## src/rtl/icache_refill_ctrl.sv

```systemverilog
// icache_refill_ctrl: single-miss I-cache line refill initiator toward the imem burst port.
// Critical-word early restart is compiled in only when ICACHE_EARLY_RESTART_EN is defined.
module icache_refill_ctrl #(
    parameter int BLOCK_WORDS    = 4,
    parameter int TIMEOUT_CYCLES = 64
) (
    input  logic                           clk,
    input  logic                           reset,
    input  logic                           MissValid,
    input  logic [31:0]                    MissAddress,
    output logic                           MissReady,
    output logic                           ReadRequest,
    output logic [31:0]                    ReadAddress,
    input  logic [31:0]                    DataIn,
    input  logic                           DataReady,
    output logic                           FillWe,
    output logic [$clog2(BLOCK_WORDS)-1:0] FillWordIdx,
    output logic [31:0]                    FillData,
    output logic                           FillDone,
    output logic [31:0]                    FillBase,
    output logic                           FillError,
    output logic                           CritValid,
    output logic [31:0]                    CritData
);
    localparam int OFFW = $clog2(BLOCK_WORDS);
    localparam int WDW  = (TIMEOUT_CYCLES > 1) ? $clog2(TIMEOUT_CYCLES + 1) : 1;
    localparam logic [31:0]     LINE_MASK = 32'(BLOCK_WORDS * 4 - 1);
    localparam logic [OFFW-1:0] LAST_IDX  = OFFW'(BLOCK_WORDS - 1);
    localparam logic [WDW-1:0]  WD_LAST   = WDW'(TIMEOUT_CYCLES - 1);

    typedef enum logic [1:0] {IDLE, REQ, BURST, DONE} state_t;

    state_t          r_state;
    state_t          w_next;
    logic            r_readReq;
    logic [31:0]     r_readAddr;
    logic [31:0]     r_fillBase;
    logic [OFFW-1:0] r_count;
    logic [WDW-1:0]  r_wdog;
    logic            r_fillError;
    logic            w_fillWe;
    logic            w_accept;
    logic            w_lastWord;
    logic            w_timeout;
    logic [31:0]     w_blockBase;

    assign w_blockBase = MissAddress & ~LINE_MASK;
    assign w_fillWe    = DataReady && ((r_state == REQ) || (r_state == BURST));
    assign w_accept    = (r_state == IDLE) && MissValid;
    assign w_lastWord  = w_fillWe && (r_count == LAST_IDX);
    assign w_timeout   = (TIMEOUT_CYCLES != 0) && (r_state == REQ) && !DataReady
                         && (r_wdog == WD_LAST);

    always_ff @(posedge clk) begin
        if (reset) begin
            r_state <= IDLE;
        end else begin
            r_state <= w_next;
        end
    end

    always_comb begin
        w_next    = r_state;
        MissReady = 1'b0;
        FillDone  = 1'b0;
        case (r_state)
            IDLE: begin
                MissReady = 1'b1;
                if (MissValid) w_next = REQ;
            end
            REQ: begin
                // BLOCK_WORDS >= 2, so the first word can never also be the last one
                if (w_fillWe)       w_next = BURST;
                else if (w_timeout) w_next = IDLE;
            end
            BURST: begin
                if (w_lastWord) w_next = DONE;
            end
            DONE: begin
                FillDone = 1'b1;
                w_next   = IDLE;
            end
            default: w_next = IDLE;
        endcase
    end

    always_ff @(posedge clk) begin
        if (reset) begin
            r_readReq   <= 1'b0;
            r_readAddr  <= '0;
            r_fillBase  <= '0;
            r_count     <= '0;
            r_wdog      <= '0;
            r_fillError <= 1'b0;
        end else begin
            r_fillError <= 1'b0;
            if (w_accept) begin
                r_readReq  <= 1'b1;
                r_readAddr <= w_blockBase;
                r_fillBase <= w_blockBase;
                r_wdog     <= '0;
            end
            if (w_fillWe)   r_count   <= r_count + 1'b1;
            if (w_lastWord) r_readReq <= 1'b0;
            if (r_state == REQ) begin
                if (w_fillWe) begin
                    r_wdog <= '0;
                end else if (w_timeout) begin
                    r_wdog      <= '0;
                    r_readReq   <= 1'b0;
                    r_fillError <= 1'b1;
                end else begin
                    r_wdog <= r_wdog + 1'b1;
                end
            end
            if (r_state == DONE) r_count <= '0;
        end
    end

    assign ReadRequest = r_readReq;
    assign ReadAddress = r_readAddr;
    assign FillBase    = r_fillBase;
    assign FillError   = r_fillError;
    assign FillWe      = w_fillWe;
    assign FillData    = DataIn;
    assign FillWordIdx = r_count;

`ifdef ICACHE_EARLY_RESTART_EN
    logic [OFFW-1:0] r_critOff;

    // Word offset of the fetch that missed, forwarded as soon as it streams past
    always_ff @(posedge clk) begin
        if (reset) begin
            r_critOff <= '0;
        end else if (w_accept) begin
            r_critOff <= MissAddress[2 +: OFFW];
        end
    end

    assign CritValid = w_fillWe && (r_count == r_critOff);
    assign CritData  = CritValid ? DataIn : 32'd0;
`else
    assign CritValid = 1'b0;
    assign CritData  = 32'd0;
`endif

endmodule

```

## config.mk

```make
export PLATFORM = sky130hd
export DESIGN_NAME = icache_refill_ctrl
export DESIGN_NICKNAME = d
export VERILOG_FILES = /design/src/rtl/icache_refill_ctrl.sv
export SDC_FILE = /design/constraint.sdc
export NUM_CORES = 1
export LEC_CHECK = 0
export ABC_AREA = 1
export CORE_MARGIN = 10
export CORE_UTILIZATION = 33
export DETAILED_ROUTE_END_ITERATION = 8
export HOLD_SLACK_MARGIN = 0.03
export PLACE_DENSITY = 0.82
export RECOVER_POWER = 50
export SLEW_MARGIN = 20
export SYNTH_ARGS = -nofsm -noshare
export SYNTH_HDL_FRONTEND = slang
export SYNTH_SLANG_ARGS = --single-unit
```

## constraint.sdc

```tcl
create_clock -name clk -period 1.7 [get_ports clk]
set_input_delay 0.425 -clock clk [delete_from_list [all_inputs] [get_ports clk]]
set_output_delay 0.425 -clock clk [all_outputs]
set_load 0.01 [all_outputs]
```

==> flow_metrics.tcl, run 1 <==
set metrics [dict create \
    status "finished, final reports clean" \
    clock-sinks 41 \
    switching_power_mw 1.562 \
    finalWirelength_mm 6.493 \
    synth_compound_area_share_pct 10.44 \
    fin_util_pct 42.06 \
    end_kind "output port" \
    cts.clk_slew.worst_paths_ns 0.08 \
    cts_buffer_depth 2 \
    critical_path_buf_inv_count 1 \
    clock_latency_ns 0.29 \
    hold_buffers 0 \
    port_buffers 94 \
    yosysUniqueCellTypes 29 \
    first_global_vias 1979 \
    die_area_mm2 0.01130 \
    drc 0 \
    routed-via-count 1911 \
    fmax_mhz 607.0 \
    synth.area.mux_share_pct 0 \
    dpl.hpwl_mm 5.193 \
    min_period_over_period_pct 96.91 \
    drtIter0Drc 54 \
    slew_viol_final 0 \
    powerDensity_mw_per_mm2 1335 \
    synth_top_family_by_area "buffers and inverters" \
    fin_cells 463 \
    cpLargestDelayFamily "buffers and inverters" \
    max-vdd-ir-drop_mv 0.5881 \
    ios 204 \
    fin_crit_ns 1.648 \
    cp_cell_sequence "clkdlybuf4s50_1" \
    grt_usage_pct 10.76 \
    core_mm2 0.007253 \
    slowest_delay_ns 0.56 \
    antenna_found_initial 0 \
    placedCellCount 455 \
    tns_ns 0 \
    grt_pass1_wl_mm 10.02 \
    synth_xor_area_share_pct 0.3564 \
    maxCapViolations 0 \
    cp_max_fo 3 \
    worstPathRequired_ns 1.27 \
    startpoint "FillWordIdx[1]" \
    synthToLayoutAreaGrowth_pct 24.13 \
    regToRegStartpoint "r_state[0]" \
    start_kind "register" \
    power.leakage_nw 1.285 \
    fin_skew_ns 0.003472 \
    ys_ff_latch 41 \
    crit_path_top_delay_cell "clkdlybuf4s50_1" \
    pwr-share-seq_pct 33.8 \
    power_mw 4.072 \
    yosysSeqAreaShare_pct 33.40 \
    fillers 738 \
    path_class "register to output port" \
    overflow 0 \
    synth-simple-area-share_pct 17.82 \
    min_from "r_wdog[5]" \
    fp.dieW_um 106.3 \
    cts_buffers 5 \
    nets 437 \
    hold_path.class "register to register" \
    synthAdderAreaFrac_pct 3.055 \
    hold_violations 0 \
    die_h_um 106.3 \
    viasPerCell 4.127 \
    power_frac_clock_pct 15.3 \
    whs_ns 0.4969 \
    synthesis.area_mm2 0.002457 \
    rows 31 \
    internal_power_mw 2.510 \
    drt-pass1-iter-count 4 \
    cts_max_level 2 \
    grt_max_degree 33 \
    ant_nets 0 \
    drive_gt1_share_pct 11.54 \
    root_buffer "clkbuf_8" \
    p_sw_share_pct 38.35 \
    wire_per_inst_um 14.02 \
    syn_inst 318 \
    post_cts_buffers 0 \
    cts_tree "yes" \
    antenna_cells 0 \
    syn_area_per_cell_um2 7.728 \
    start_util_pct 33.88 \
    synth_warnings 0 \
    gp_congestion 0.7275 \
    power_frac_comb_pct 51.0 \
    crit_arrival_ns 1.22 \
    setup_violations 0 \
]
logic make-up (layout without fill, tap and decap cells):
group	Yosys count	after routing
AO/OA/AOI/OAI	46	46
flip-flops	41	41
other	1	41
AND/OR/NAND/NOR	99	99
adder cells (fa/ha/maj)	6	6
XOR/XNOR	1	1
buffers and inverters	124	130
layer usage:
layer | vias up | GRT usage [%] | share of wire (%)
met5 | - | 0 | 0
met4 | 0 | 2.031 | 0.54
met3 | 8 | 5.012 | 9.4
met2 | 102 | 19.43 | 50
met1 | 853 | 11.22 | 40
li1 | 948 | - | -
final timing paths:
| path | end | slack (ns) | cells past startpoint |
|---|---|---|---|
| setup / recovery | FillWordIdx[1] | 0.05 | 1 |
| hold / removal | r_wdog[5] | 0.50 | 2 |
| setup reg to reg | FillBase[9] | 0.20 | 6 |
| hold reg to reg | r_wdog[5] | 0.50 | 2 |
what timing repair did:
action	CTS	global route
gates cloned	0	0
endpoints found under the setup margin	3	15
hold endpoints to repair	0	0
gates resized for setup	8	16
pin swaps	1	0
placed cells by master, fill, tap and decap left out, drive strengths merged, types with 2 or more instances in the layout:
cell type / synthesis / final
a21oi: 10 / 10
nor2: 66 / 66
nand3: 6 / 6
clkinv: 0 / 2
o21ai: 31 / 31
ha: 6 / 6
dfxtp: 41 / 41
inv: 13 / 13
clkdlybuf4s25: 0 / 6
nand2: 23 / 23
conb: 1 / 41
nand4: 2 / 2
clkbuf: 7 / 13
o2111ai: 2 / 2
buf: 104 / 14
clkdlybuf4s50: 0 / 79
final cells by class:
| cell class | count | area, µm² | area share [%] |
|---|---|---|---|
| repair buffers | 109 | 1021 | 33.47 |
| multi-input cells | 193 | 947.2 | 31.05 |
| flip-flops and latches | 41 | 823.3 | 26.99 |
| well taps | 99 | 123.9 | 4.061 |
| clock buffers | 5 | 68.82 | 2.256 |
| inverters | 13 | 48.80 | 1.600 |
| clock inverters | 3 | 17.52 | 0.5742 |
through the flow:
stage,instance area [µm²],worst slack [ns]
6_report,3050,0.05248
5_1_grt,3050,-0.001816
4_1_cts,3080,-0.08823
3_5_place_dp,2992,-0.3296
3_3_place_gp,2992,-0.2935
2_1_floorplan,2608,0.2561
power by group through the flow:
stage / sequential (mW) / clock, mW / combinational, mW
final: 1.38 / 0.622 / 2.08
after global routing: 1.42 / 0.704 / 2.30
after CTS: 1.38 / 0.660 / 2.14
after detailed placement: 1.40 / 0 / 2.15
after global placement: 1.38 / 0 / 2.10
after floorplan: 1.47 / 0 / 1.26
cell usage after synthesis (all sizes together):
cell type | n | area [µm²]
o2111ai | 2 | 17.52
nor2 | 66 | 272.8
dfxtp | 41 | 820.8
xor2 | 1 | 8.760
nor3 | 1 | 5.000
nand3 | 6 | 42.54
o211ai | 1 | 7.510
a21oi | 10 | 61.31
nand2 | 23 | 98.84
o21ai | 31 | 155.2
ha | 6 | 75.07
nand4 | 2 | 12.51
o21a | 1 | 7.510
inv | 13 | 48.80
conb | 1 | 3.750
or2 | 1 | 6.260
buf | 104 | 775.7
o21bai | 1 | 7.510
clkbuf | 7 | 30.02
registers in the layout, summed over array words and instances (netlist names), named ones only:
register,count
FillError,1
r_wdog,7
FillBase,28
FillWordIdx,2
ReadRequest,1
r_state,1
Note: power is estimated with default switching activity, not from simulation.
==> run 2, diff against run 1 <==
CORE_UTILIZATION = 45   (was 33)
DONT_BUFFER_PORTS = 1   (was unset)
PLACE_DENSITY = unset   (was 0.82)
==> flow_metrics.tcl, run 2 (synthesis gave the netlist of run 1 again) <==
set metrics [dict create \
    status "finished, final reports clean" \
    final_cell_mix "nor2_1, conb_1, dfxtp_1, o21ai_0, nand2_1" \
    layout_commonest_cell "nor2_1" \
    nets 333 \
    clock_latency_ns 0.28 \
    start_util_pct 47.21 \
    max-vdd-ir-drop_mv 0.8208 \
    tns_ns 0 \
    start_kind "register" \
    fin_skew_ns 0.001490 \
    cts_tree "yes" \
    hold_buffers 0 \
    die_area_mm2 0.008816 \
    path_class "register to output port" \
    cts_buffer_depth 2 \
    routed-via-count 1503 \
    fp.dieW_um 93.90 \
    grt_max_degree 33 \
    fin_crit_ns 1.651 \
    preCtsSetupSlack_ns 0.08988 \
    setup_ws_ns 0.04939 \
    cp_max_fo 5 \
    hold_path.class "primary input to register" \
    synthToLayoutAreaGrowth_pct -17.57 \
    core_mm2 0.005205 \
    power_mw 3.197 \
    grt_usage_pct 10.44 \
    finalWirelength_mm 5.029 \
    drt-pass1-iter-count 4 \
    worstPathRequired_ns 1.27 \
    root_buffer "clkbuf_8" \
    viasPerCell 4.555 \
    ios 204 \
    drtIter0Drc 37 \
    maxCapViolations 0 \
    antenna_cells 0 \
    dpl.hpwl_mm 3.970 \
    port_buffers 0 \
    rsz0062_at_grt "true" \
    rows 26 \
    fmax_mhz 605.8 \
    drive_gt1_share_pct 10.38 \
    largest_reg_flops 28 \
    cts.clk_slew.worst_paths_ns 0.08 \
    cts_max_level 2 \
    fin_cells 330 \
    placedCellCount 322 \
    powerDensity_mw_per_mm2 1578 \
    grt_pass1_wl_mm 7.507 \
    hold_violations 0 \
    die_h_um 93.90 \
    end_kind "output port" \
    min_period_over_period_pct 97.09 \
    post_cts_buffers 0 \
    power.leakage_nw 0.8864 \
    slew_viol_final 0 \
    crit_arrival_ns 1.23 \
    clock-sinks 41 \
    first_global_vias 1487 \
    overflow 0 \
    gp_congestion 0.7603 \
    setup_violations 0 \
    cts_buffers 5 \
    antenna_found_initial 0 \
    ant_nets 0 \
    drc 0 \
    wire_per_inst_um 15.24 \
]
## run 2: changes by cell type in the layout (fill, tap and decap cells not counted), sizes merged
cell,before,now
clkbuf,13,6
dlygate4sd2,1,0
clkdlybuf4s25,6,0
buf,14,5
dlymetal6s2s,1,0
clkdlybuf4s50,79,0
clkinvlp,1,0
## run 2: layout make-up
class	count	area [µm²]
fillers	572	3179
multi-input cells	193	932.1
flip-flops and latches	41	822.0
well taps	70	87.58
clock buffers	6	72.57
inverters	13	51.30
repair buffers	5	50.05
clock inverters	2	10.01
## run 2: metal layers
metal	track usage [%]	routed length, µm	vias to the layer above
li1	-	-	740
met1	11.30	2049	668
met2	17.97	2418	84
met3	3.597	487	11
met4	4.557	75	0
met5	0	0	-
## run 2: critical path, cell delays in order, from the launching register on
cell and delay [ns]:
dfxtp_1 0.34, inv_1 0.07, ha_1 0.32, nand2_2 0.13
inv_4 0.07
## run 2: repair_timing
item                                   CTS  global route
setup endpoints to repair                1            24
endpoints found under the hold margin    0             0
gates resized for setup                  2             2
## run 2: stage by stage
| stage | util [%] | hold WS (ns) | area, µm² |
|---|---|---|---|
| floorplan | - | 0.4568 | 2608 |
| global placement | 37.26 | 0.4684 | 1939 |
| detailed placement | 37.26 | 0.4791 | 1939 |
| CTS | 38.92 | 0.1890 | 2026 |
| global route | 38.92 | 0.1815 | 2026 |
| finish | 38.92 | 0.2011 | 2026 |
## run 2: path summary, 6_finish.rpt
path / start / end / slack [ns] / cells past startpoint
worst max register to register: register / r_wdog[4] / 0.18 / 8
worst min-delay path: reset / r_wdog[1] / 0.20 / 1
worst min register to register: r_wdog[3] / r_wdog[3] / 0.50 / 2
worst max-delay path: r_state[0] / FillWe / 0.05 / 4
## run 2: power by group
part	switching, mW	internal (mW)	total [mW]
Sequential	0.419	1.20	1.62
Clock	0.323	0.285	0.608
Combinational	0.624	0.349	0.973
Total	1.37	1.83	3.20
